<file path="config.mk">
export PLATFORM = sky130hd
export DESIGN_NAME = gerenciador_requisicao
export DESIGN_NICKNAME = d
export VERILOG_FILES = /design/src/rtl/gerenciador_requisicao.sv
export SDC_FILE = /design/constraint.sdc
export NUM_CORES = 1
export LEC_CHECK = 0
export ABC_AREA = 1
export CORE_MARGIN = 3
export CORE_UTILIZATION = 35
export DETAILED_ROUTE_END_ITERATION = 8
export GPL_TIMING_DRIVEN = 0
export PLACE_DENSITY_LB_ADDON = 0.08
export SETUP_SLACK_MARGIN = 0.02
export SLEW_MARGIN = 10
export SYNTH_ARGS = -nofsm -noshare
export SYNTH_HDL_FRONTEND = slang
export SYNTH_SLANG_ARGS = --single-unit
</file>
<file path="constraint.sdc">
create_clock -name clk -period 1.17 [get_ports clk]
set_input_delay 0.234 -clock clk [delete_from_list [all_inputs] [get_ports clk]]
set_output_delay 0.234 -clock clk [all_outputs]
set_load 0.02 [all_outputs]
</file>
<file path="src/rtl/gerenciador_requisicao.sv">
// gerenciador_requisicao
// Front-end for the sequential calculation core. It takes one operand over a
// valid/ready handshake, starts the core, waits for completion under a
// watchdog, clears the core and hands the result (or a timeout error)
// downstream over a second valid/ready handshake. It also counts completed
// transactions.
module gerenciador_requisicao #(
    parameter int W       = 8,
    parameter int TIMEOUT = 16
) (
    input  logic             clk,
    input  logic             rst,
    input  logic             in_valid,
    output logic             in_ready,
    input  logic [W-1:0]     in_x,
    output logic [W-1:0]     x_calc,
    output logic             inicio,
    output logic             rst_calc,
    input  logic             pronto,
    input  logic [2*W-1:0]   resultado,
    output logic             out_valid,
    input  logic             out_ready,
    output logic [2*W-1:0]   out_dado,
    output logic             out_erro,
    output logic [7:0]       n_ops
);

    // Watchdog width is ceil(log2(TIMEOUT)), never below one bit.
    localparam int CW = (TIMEOUT > 1) ? $clog2(TIMEOUT) : 1;
    localparam logic [CW-1:0] CNT_LIM = CW'(TIMEOUT - 1);
    localparam logic [CW-1:0] CNT_UM  = CW'(1);

    typedef enum logic [2:0] {
        LIVRE   = 3'd0,
        PARTIDA = 3'd1,
        ESPERA  = 3'd2,
        LIMPA   = 3'd3,
        SAIDA   = 3'd4
    } estado_t;

    estado_t         state_r;
    logic [CW-1:0]   cnt_r;

    // Transaction sequencer: state, operand hold, watchdog, result capture and op count.
    always_ff @(posedge clk) begin
        if (rst) begin
            state_r  <= LIVRE;
            x_calc   <= {W{1'b0}};
            out_dado <= {(2*W){1'b0}};
            out_erro <= 1'b0;
            n_ops    <= 8'd0;
            cnt_r    <= {CW{1'b0}};
        end else begin
            case (state_r)
                LIVRE: begin
                    // A stale pronto from the core is deliberately ignored here.
                    if (in_valid) begin
                        x_calc  <= in_x;
                        state_r <= PARTIDA;
                    end
                end
                PARTIDA: begin
                    cnt_r   <= {CW{1'b0}};
                    state_r <= ESPERA;
                end
                ESPERA: begin
                    // pronto has priority over an expiring watchdog.
                    if (pronto) begin
                        out_dado <= resultado;
                        out_erro <= 1'b0;
                        state_r  <= LIMPA;
                    end else if (cnt_r == CNT_LIM) begin
                        out_dado <= {(2*W){1'b1}};
                        out_erro <= 1'b1;
                        state_r  <= LIMPA;
                    end else begin
                        cnt_r <= cnt_r + CNT_UM;
                    end
                end
                LIMPA: begin
                    n_ops   <= n_ops + 8'd1;
                    state_r <= SAIDA;
                end
                SAIDA: begin
                    if (out_ready) begin
                        state_r <= LIVRE;
                    end
                end
                default: begin
                    state_r <= LIVRE;
                end
            endcase
        end
    end

    // Handshake and core-control strobes decoded from state; rst also clears the core.
    always_comb begin
        in_ready  = 1'b0;
        inicio    = 1'b0;
        out_valid = 1'b0;
        case (state_r)
            LIVRE:   in_ready  = 1'b1;
            PARTIDA: inicio    = 1'b1;
            SAIDA:   out_valid = 1'b1;
            default: begin
                in_ready  = 1'b0;
                inicio    = 1'b0;
                out_valid = 1'b0;
            end
        endcase
        rst_calc = rst | (state_r == LIMPA);
    end

endmodule
</file>
Word level (Yosys, flattened, before mapping) --
Cells that the tools add are included.
Cells by class: $add $sub $neg 2, equality and inequality tests 10, muxes and demuxes 15, bitwise gates (word level) 1, reduce and logical (&&, ||, !) cells 7
Operators with widths (count):
- 16-bit 2-to-1 mux | 2
- 3-bit one-hot mux with 5 select lines | 1
- 3-bit 2-to-1 mux | 4
- 8-bit by 1-bit adder with 8-bit output, second input constant | 1
- 4-bit 2-to-1 mux | 2
- 2-bit != test, second input constant | 4
- 4-bit one-hot mux with 2 select lines | 1
- 3-bit by 2-bit equality test with 1-bit output, second input constant | 2
- 3-bit AND reduction | 2
- 1-bit 2-to-1 mux | 5
- 4-bit by 1-bit adder with 4-bit output, second input constant | 1
- 4-bit equality test, second input constant | 1
- 2-bit AND reduction | 2
- 2-bit nonzero test | 2
- 3-bit by 1-bit equality test with 1-bit output, second input constant | 1
- 3-bit equality test, second input constant | 1
- 3-bit zero test | 1
- 3-bit != test, second input constant | 1
- 1-bit bitwise OR | 1
Storage, ports and cells: bits in registers 40, bits of input ports 29, output and inout port bits 37, word-level logic and storage cells 41

Logic depth before layout (Yosys ltp) --
Gate-level depths: netlist of the first run.
word-level depth 4, depth in mapped cells 8, depth with buffers taken out 8

Worst setup path before layout of the first run --
OpenSTA, ideal clock, no wires.
path kind reg2reg, start reg n_ops[0], end reg n_ops[6], arrival 1.192 ns, data required time 1.060 ns, setup slack -0.132 ns, stages on the path, launching flop included 7, buffers on the path 0, period minus slack after synthesis 1.302 ns, cell sequence dfxtp_1 ha_1 inv_1 nor3_1 nand3_1 nand2_1 nor2_1
Between the ends: word-level cells in the longest chain between the ends 1
Ends and longest elaborated chain:
- start: declaration | line 25 | output logic [7:0] n_ops
- start signal: assignment | line 81 | n_ops <= n_ops + 8'd1;
- 8-bit by 1-bit adder with 8-bit output | line 81
No other way between the ends. A chain may end at the register's enable or synchronous reset.

Worst setup path in the final report of the first run --
start reg state_r[0], end out in_ready
Between the ends: word-level cells in the longest chain between the ends 2
Ends and longest elaborated chain:
- start: declaration | line 41 | estado_t state_r;
- start signal: assignment | line 47 | state_r <= LIVRE;
- start signal: assignment | line 59 | state_r <= PARTIDA;
- start signal: assignment | line 64 | state_r <= ESPERA;
- 3-bit zero test | line 101 | case (state_r)
- 1-bit 2-to-1 mux | line 101
- end: declaration | line 14 | output logic in_ready,
No other way between the ends.

==> metrics.cfg, run 1 <==
[status]
status = finished, violations left
violations = negative setup slack

[timing]
whs_ns = 0.374
fin_crit_sh_pct = 116
worst_pin_slew_ns = 0.698
relSlewSlack_pct = 53.5
rsz0062_at_grt = yes
finalHoldViolCount = 0
clock_skew_ns = 0.00503
setup_viol = 34
max_freq_ghz = 0.735
period_needed_ns = 1.36
setup_slack_ns = -0.191
setup_tns_ns = -2.38
slew_violations = 0

[cells_and_area]
ff_latch_area_sq_um = 823
n_fill_cell = 422
final_cell_mix = 49 x nor2_1, 32 x nand2_1, 30 x dfxtp_1
area_growth_pct = 65.4
final_area_sq_um = 2730
multi_input_area_sq_um = 933
drive_above_1_share_pct = 38.2
diodes = 0
fin_nets = 347
utilization_pct = 61.5
final_common_cell = nor2_1

[pwr]
comb_power_share_pct = 29.8
pwr-share-clk_pct = 26.5
netSwitchingFraction_pct = 31.6
p_seq_share_pct = 43.6
netSwitchingPower_w = 0.00114
p_leak_nw = 1.21
power_density_nw_per_um2 = 1320
peakVddDrop_mv = 0.717
power.internal_w = 0.00246

[floorplan]
die_h_um = 74.7
die_w_um = 74.7
start_util_pct = 37.2
row_count = 24
boundaryPins = 66
dieArea_sq_um = 5580
core-area_sq_um = 4440

[synthesis]
synth-compound-area-share_pct = 11.3
yosysSeqAreaShare_pct = 48.5
synth_top_area_share_pct = 48.5
ys_ff_latch = 40
yosys.area_share.simple_pct = 30.0
synth_area_sq_um = 1650
synth_top_family_by_area = simple AND/OR/NAND/NOR gates
synth.distinct_cells = 20
synth_xor_area_share_pct = 1.06
synth_fp_nets = 260
avgSynthCellArea_sq_um = 7.21
synth_area_leaders = dfxtp_1 48%, nor2_1 12%, nand2_1 8.6%, o21ai_0 6.1%, inv_1 5.2%
postSynthCellCount = 229
synth_top_cell_by_area = dfxtp_1
synthMuxAreaShare_pct = 0
yosys.area_share.adder_pct = 1.52
yosys_warnings = 0

[worst_hold_path]
hold_path_class = input port to flop
hold_start = rst
hold_path_depth = 2

[clocking]
numCtsBuffers = 5
cts.sinks = 40
cts_buffer_depth = 2
cts.clk_slew.worst_paths_ns = 0.08
hold_buffers = 0
clock_latency_ns = 0.29
htreeDepth = 2
cts-root-buf = clkbuf_8
cts_tree = built

[routing]
wl_mm = 4.38
vias = 1706
drt-initial-drc-count = 59
drc_errors = 0
wl_per_cell_um = 11.9
vias_per_cell = 4.62
first_pass_iters = 4
ant_nets = 0

[critical_path]
r2r-end = out_dado[5]
r2r_slack_ns = -0.10
crit_start = state_r[0]
cp-end-kind = primary output
worstPathArrival_ns = 1.13
worstPathMaxFanout = 4
setup.worst_path.class = flop to primary output
start_kind = flop
r2r-start = state_r[0]
worstRegToRegCells = 8
endpoint = in_ready
critPathRequiredTime_ns = 0.94

[place]
dp_hpwl_mm = 2.95
placed_area_sq_um = 2410
gp_congestion = 0.793
numPortBuffers = 64

[flow_run]
max_cap_viol_count = 0

[global_route]
grt_pass1_vias = 1569
antenna_found_initial = 0
gr-total-overflow = 0
grt_pass1_wl_mm = 7.04
track_usage_pct = 16.4
grt_max_degree = 13

-- repair_timing --
item	CTS	global route
pin swaps	17	15
gates cloned	2	0
gates resized for setup	178	45
buffers inserted	11	3
endpoints found under the hold margin	0	0
endpoints found under the setup margin	74	55
-- layout make-up --
| type | count | area share, % |
|---|---|---|
| Sequential cell | 40 | 30.1 |
| Inverter | 24 | 3.39 |
| Clock buffer | 6 | 3.02 |
| Multi-Input combinational cell | 158 | 34.2 |
| Clock inverter | 2 | 0.366 |
| Tap cell | 52 | 2.38 |
| Timing Repair Buffer | 80 | 24.6 |
| Buffer | 7 | 1.97 |
-- layer usage --
layer | track usage [%] | up-vias | part of all wire, %
met3 | 4.94 | 6 | 4.4
met5 | 0 | - | 0
met1 | 19.7 | 761 | 45
li1 | - | 906 | -
met4 | 5.93 | 0 | 1.6
met2 | 27.6 | 33 | 49
-- stage by stage --
stage	total power, W	setup WS, ns	instances
floorplan	0.00206	-0.00678	229
global placement	0.00242	-1.14	345
detailed placement	0.00243	-1.12	345
CTS	0.00356	-0.236	366
global route	0.00379	-0.241	369
finish	0.00360	-0.191	369
-- cells in the mapped netlist (all sizes together) --
| master | n |
|---|---|
| clkbuf | 4 |
| ha | 2 |
| xor2 | 2 |
| a21oi | 14 |
| dfxtp | 40 |
| inv | 24 |
| buf | 3 |
| nand3 | 16 |
| nor3 | 3 |
| nand4 | 4 |
| nand2 | 40 |
| o21ai | 21 |
| nor2 | 56 |
-- worst min-delay path by stage --
stage / end
after global routing: x_calc[7]
after global placement: x_calc[7]
final: x_calc[7]
after detailed placement: x_calc[0]
after floorplan: cnt_r[2]
after CTS: x_calc[7]
-- critical path, stage by stage (launching register included) --
cell     delay (ns)
dfxtp_4        0.37
nor2_4         0.10
inv_2          0.06
nor2_4         0.10
buf_6          0.11
buf_6          0.10
-- power by group through the flow --
stage / sequential [W] / combinational (W) / clock [W]
after detailed placement: 0.00159 / 0.000837 / 0
final: 0.00157 / 0.00107 / 0.000955
after global routing: 0.00159 / 0.00117 / 0.00103
after floorplan: 0.00168 / 0.000375 / 0
after global placement: 0.00159 / 0.000830 / 0
after CTS: 0.00157 / 0.00100 / 0.000985
-- cells by family (layout without fill, tap and decap cells) --
logic type      after synthesis  in the layout
fa+ha+maj                     2              2
xor+xnor                      2              2
flops                        40             40
buf+inv                      31            119
compound gates               35             35
simple gates                119            119
-- flip-flops by register name, indices dropped and copies added, names as in the netlist --
signal and flops:
out_dado 16, cnt_r 4, state_r 3, x_calc 8, n_ops 8, out_erro 1
Note: power is estimated with default switching activity, not from simulation.
==> inputs of run 2 (changes only) <==
CORE_MARGIN = 2   (was 3)
==> run 2 against run 1 <==
Effect of this change:
- the run still ends with negative setup slack left
- hold slack lost 0.18 ns
- first-iteration DRC count shrank 37%
- combinational power is essentially flat
- power grew 0.17%
- flip-flop and latch count is the same
- global-route usage grew 0.37 points
- via count grew 2.0%
- clock skew grew 0.0020 ns
==> metrics.cfg, run 2 (synthesized netlist as in run 1, its figures left out) <==
[place]
gp_congestion = 0.756  ; -4.6%
place_ws_ns = -1.13  ; -0.00878 ns
dp_hpwl_mm = 2.82  ; -4.4%
placed_area_sq_um = 2410  ; unchanged
numPortBuffers = 64  ; unchanged

[flow_run]
max_cap_viol_count = 0  ; unchanged

[timing]
slew_violations = 0  ; unchanged
period_needed_ns = 1.36  ; -0.000893 ns
relSlewSlack_pct = 60.5  ; +7.1 points
setup_slack_ns = -0.190  ; +0.000893 ns
fin_crit_sh_pct = 116  ; about the same
finalHoldViolCount = 0  ; unchanged
rsz0062_at_grt = yes
clock_skew_ns = 0.00701  ; +0.00198 ns
worst_pin_slew_ns = 0.592  ; -0.106 ns
setup_tns_ns = -2.21  ; +0.169 ns
max_freq_ghz = 0.735  ; about the same
setup_viol = 27  ; -21%

[floorplan]
die_w_um = 72.7  ; -2.7%
boundaryPins = 66  ; unchanged
dieArea_sq_um = 5280  ; -5.3%
start_util_pct = 37.2  ; unchanged
row_count = 24  ; unchanged
die_h_um = 72.7  ; -2.7%
core-area_sq_um = 4440  ; unchanged

[critical_path]
worstRegToRegCells = 7  ; -1
worstPathArrival_ns = 1.13  ; about the same
cp-end-kind = primary output
worstPathMaxFanout = 4  ; unchanged
cp_slowest_stage_delay_ns = 0.37  ; about the same
cp_slowest_cell = dfxtp_4
start_kind = flop
critPathRequiredTime_ns = 0.94  ; about the same
setup.worst_path.class = flop to primary output
path_cells = nor2_4 -> inv_2 -> nor2_4 -> buf_6 -> buf_6

[status]
status = finished, violations left
violations = negative setup slack

[cells_and_area]
drive_above_1_share_pct = 35.8  ; -2.3 points
final_common_cell = nor2_1
fin_nets = 348  ; +0.29%
final_cell_mix = 50 x nor2_1, 30 x dfxtp_1, 29 x buf_2
diodes = 0  ; unchanged
top_register = out_dado
largest_reg_flops = 16  ; unchanged
area_growth_pct = 62.8
reg.largest.list = out_dado (16), n_ops (8), x_calc (8)
final_area_sq_um = 2690  ; -1.6%

[routing]
drc_errors = 0  ; unchanged
ant_nets = 0  ; unchanged
vias = 1740  ; +2.0%
vias_per_cell = 4.70  ; +1.7%
drt-initial-drc-count = 37  ; -37%
first_pass_iters = 4  ; unchanged
wl_per_cell_um = 12.0  ; +1.1%
wl_mm = 4.44  ; +1.4%

[clocking]
hold_buffers = 0  ; unchanged
cts.sinks = 40  ; unchanged
numCtsBuffers = 5  ; unchanged
clock_latency_ns = 0.29  ; about the same
cts_tree = built
cts.clk_slew.worst_paths_ns = 0.08  ; about the same
cts_buffer_depth = 2  ; unchanged
htreeDepth = 2  ; unchanged
cts-root-buf = clkbuf_8

[worst_hold_path]
hold_path_class = input port to flop
hold_path_depth = 2  ; unchanged

[global_route]
grt_max_degree = 12  ; -1
track_usage_pct = 16.7  ; +0.37 points
grt_pass1_wl_mm = 6.82  ; -3.2%
antenna_found_initial = 0  ; unchanged
grt_pass1_vias = 1529  ; -2.5%
gr-total-overflow = 0  ; unchanged

[pwr]
power_density_nw_per_um2 = 1340  ; +1.8%
peakVddDrop_mv = 0.624  ; -13%
p_leak_nw = 1.22  ; +0.57%
power_w = 0.00361  ; +0.17%

## run 2: changes by cell type in the layout (fill, tap and decap cells not counted), sizes merged
cell and change:
clkinv -2, clkbuf +3, clkdlybuf4s15 -4, buf +5, dlygate4sd2 -1
## run 2: timing repair
item | in CTS | in global routing
setup buffers | 12 | 4
pin swaps | 7 | 11
setup endpoints to repair | 75 | 56
gates cloned | 2 | 0
gates resized for setup | 180 | 49
## run 2: worst paths after layout
check | start | endpoint | slack [ns]
worst min register to register | x_calc[2] | x_calc[2] | 0.46
worst min-delay path | rst | state_r[2] | 0.20
worst max-delay path | state_r[0] | in_ready | -0.19
worst max register to register | state_r[0] | out_dado[15] | -0.10
## run 2: metrics by stage
step                std cells  util (%)  hold slack [ns]
floorplan                 229         -            0.303
detailed placement        345      54.2            0.452
global route              370      60.5            0.200
CTS                       367      60.5            0.371
global placement          345      54.2            0.448
finish                    370      60.5            0.199
## run 2: report_power, final
group	switching, W	leakage (nW)	internal, W	total [W]
clock	0.000473	0.0455	0.000481	0.000954
combinational	0.000563	0.840	0.000507	0.00107
sequential	0.000100	0.331	0.00148	0.00158
total	0.00114	1.22	0.00247	0.00361
## run 2: final cells by class
cell class | instances | area, sq um
sequential | 40 | 823
buffer | 7 | 53.8
inverter | 24 | 95.1
timing repair buffer | 81 | 658
fill | 430 | 1760
clock buffer | 8 | 90.1
multi-input combinational | 158 | 903
tap | 52 | 65.1
## run 2: critical path, delay by kind of cell, from the launching register on
| family | cells | cell delay (ns) |
|---|---|---|
| DFF | 1 | 0.37 |
| and+or+nand+nor | 2 | 0.19 |
| buffers and inverters | 3 | 0.28 |
## run 2: metal layers
layer,routed length (um),GRT usage (%)
met4,65,7.41
met5,0,0
met2,2180,27.0
met1,2000,21.3
met3,190,4.01
==> inputs of run 3 (changes only) <==
CORE_MARGIN = default   (was 2)
SKIP_CTS_REPAIR_TIMING = 1   (was default)
==> run 3 against run 2 <==
Effect of this change:
- the run ends with design-rule violations, negative setup slack left
- global-route usage shrank 0.68 points
- setup slack got worse by 0.065 ns
- register-to-register slack lost 0.13 ns
- critical path type unchanged
- non-clock buffer count is the same
- routed wire length fell by 3.7%
- via count shrank 0.75%
- critical path depth stayed put
- sequential power barely moved
- final cell count stayed put
- first-iteration DRC count up 27%
- power is 2.2% higher
==> metrics.cfg, run 3 (synthesized netlist as in run 1, its figures left out) <==
[place]
place_ws_ns = -1.10  ; +0.0316 ns
gp_congestion = 0.743  ; -1.7%
numPortBuffers = 64  ; unchanged
placed_area_sq_um = 2410  ; unchanged
dp.cells = 345  ; unchanged
dp_hpwl_mm = 2.76  ; -2.2%

[cells_and_area]
instances_no_fill = 370  ; unchanged
drive_above_1_share_pct = 28.9  ; -6.9 points
area_growth_pct = 74.4
top_register = out_dado
diodes = 0  ; unchanged
fin_nets = 348  ; unchanged
final_cell_mix = 47 x nor2_1, 31 x dfxtp_1, 27 x nand2_1
final_common_cell = nor2_1
reg.largest.list = out_dado (16), n_ops (8), x_calc (8)
largest_reg_flops = 16  ; unchanged
utilization_pct = 64.8  ; +4.3 points
final_area_sq_um = 2880  ; +7.1%

[clocking]
cts-root-buf = clkbuf_8
numCtsBuffers = 5  ; unchanged
cts.clk_slew.worst_paths_ns = 0.07  ; about the same
clock_latency_ns = 0.28  ; about the same
cts_buffer_depth = 2  ; unchanged
cts_tree = built
htreeDepth = 2  ; unchanged
cts.sinks = 40  ; unchanged

[floorplan]
dieArea_sq_um = 5000  ; -5.4%
boundaryPins = 66  ; unchanged
row_count = 24  ; unchanged
die_h_um = 70.7  ; -2.8%
start_util_pct = 37.2  ; unchanged
die_w_um = 70.7  ; -2.8%
core-area_sq_um = 4440  ; unchanged

[timing]
worst_pin_slew_ns = 0.650  ; +0.0583 ns
finalHoldViolCount = 0  ; unchanged
whs_ns = 0.191  ; -0.00757 ns
relSlewSlack_pct = 56.6  ; -3.9 points
max_freq_ghz = 0.702  ; -4.5%
fin_crit_sh_pct = 122  ; +5.5 points
period_needed_ns = 1.42  ; +0.0647 ns
setup_viol = 30  ; +11%
clock_skew_ns = 0.00160  ; -0.00541 ns
rsz0062_at_grt = yes
slew_violations = 0  ; unchanged
setup_slack_ns = -0.254  ; -0.0647 ns

[status]
status = finished, violations left
violations = design-rule violations, negative setup slack

[pwr]
pwr-share-clk_pct = 25.4  ; -1.1 points
netSwitchingFraction_pct = 31.1  ; -0.38 points
power_density_nw_per_um2 = 1280  ; -4.6%
netSwitchingPower_w = 0.00115  ; +0.96%
p_leak_nw = 1.57  ; +29%
power.internal_w = 0.00254  ; +2.7%
p_seq_share_pct = 42.9  ; -0.9 points
peakVddDrop_mv = 0.634  ; +1.7%
comb_power_share_pct = 31.7  ; +2.0 points

[critical_path]
critPathRequiredTime_ns = 0.94  ; about the same
cp_num_cells = 5  ; unchanged
start_kind = flop
worstRegToRegCells = 8  ; +1
crit_family = flip-flops
endpoint = in_ready
cp_slowest_stage_delay_ns = 0.38  ; about the same
path_cells = nor2_4 -> inv_2 -> nor2_4 -> buf_6 -> buf_6
cp-end-kind = primary output
r2r-start = state_r[0]
r2r_slack_ns = -0.23  ; -0.13 ns
worstPathArrival_ns = 1.19  ; +0.06 ns
crit_buf_inv = 3  ; unchanged
r2r-end = out_dado[14]
crit_start = state_r[0]
setup.worst_path.class = flop to primary output
worstPathMaxFanout = 6  ; +2
cp_slowest_cell = dfxtp_4

[routing]
vias_per_cell = 4.67  ; -0.75%
first_pass_iters = 6  ; +2
vias = 1727  ; -0.75%
wl_per_cell_um = 11.6  ; -3.7%
ant_nets = 0  ; unchanged
drc_errors = 4  ; +4
wl_mm = 4.28  ; -3.7%
drt-initial-drc-count = 47  ; +27%

[global_route]
grt_pass1_wl_mm = 6.38  ; -6.4%
gr-total-overflow = 0  ; unchanged
grt_pass1_vias = 1442  ; -5.7%
grt_max_degree = 12  ; unchanged
track_usage_pct = 16.1  ; -0.68 points
antenna_found_initial = 0  ; unchanged

[worst_hold_path]
hold_path_class = input port to flop

[flow_run]
max_cap_viol_count = 0  ; unchanged

## run 3: changes by cell type in the layout (fill, tap and decap cells not counted), moves of 2 or more
cell and delta:
dlymetal6s2s_1 +25, o21ai_2 -2, buf_2 -29, a21oi_2 +3
clkdlybuf4s15_2 -5, nor2_1 -3, nor2_2 +3, clkbuf_2 +9
a21oi_1 -3
## run 3: layer usage
layer	up-vias	GRT usage, %	share of wire [%]
met1	773	19.9	45
met5	-	0	0
met3	4	5.98	5.3
li1	908	-	-
met4	0	5.33	1.1
met2	42	25.9	48
## run 3: worst min-delay path by stage
stage,slack (ns),startpoint,cells after the start,end
2_1_floorplan,0.30,rst,1,cnt_r[2]
3_3_place_gp,0.45,x_calc[1],2,x_calc[1]
3_5_place_dp,0.45,x_calc[7],2,x_calc[7]
4_1_cts,0.37,in_valid,3,x_calc[1]
5_1_grt,0.18,rst,2,cnt_r[2]
6_report,0.19,rst,2,cnt_r[2]
## run 3: worst register-to-register path, cell delays in order, from the launching register on
cell and delay [ns]:
dfxtp_4 0.38, nor2_4 0.12, buf_4 0.12, buf_6 0.11, nand2_8 0.07, a21oi_4 0.24
buf_6 0.17, nor2_1 0.04, nor2_1 0.09
## run 3: power by group through the flow
stage          Combinational (W)  Sequential, W  Clock (W)
2_1_floorplan           0.000375        0.00168          0
3_3_place_gp            0.000828        0.00159          0
3_5_place_dp            0.000836        0.00159          0
4_1_cts                 0.000839        0.00156   0.000975
5_1_grt                  0.00126        0.00160    0.00103
6_report                 0.00117        0.00158   0.000937
## run 3: area by class of cell
cell class | instances | area (sq um)
Buffer | 7 | 50.0
Fill cell | 391 | 1560
Multi-Input combinational cell | 158 | 947
Sequential cell | 40 | 822
Inverter | 24 | 97.6
Tap cell | 52 | 65.1
Timing Repair Buffer | 81 | 808
Clock buffer | 8 | 90.1
## run 3: metrics by stage
stage / TNS [ns] / power, W
after floorplan: -0.0542 / 0.00206
after global placement: -17.75 / 0.00242
after detailed placement: -16.94 / 0.00243
after CTS: -18.85 / 0.00337
after global routing: -6.59 / 0.00389
final: -4.56 / 0.00368
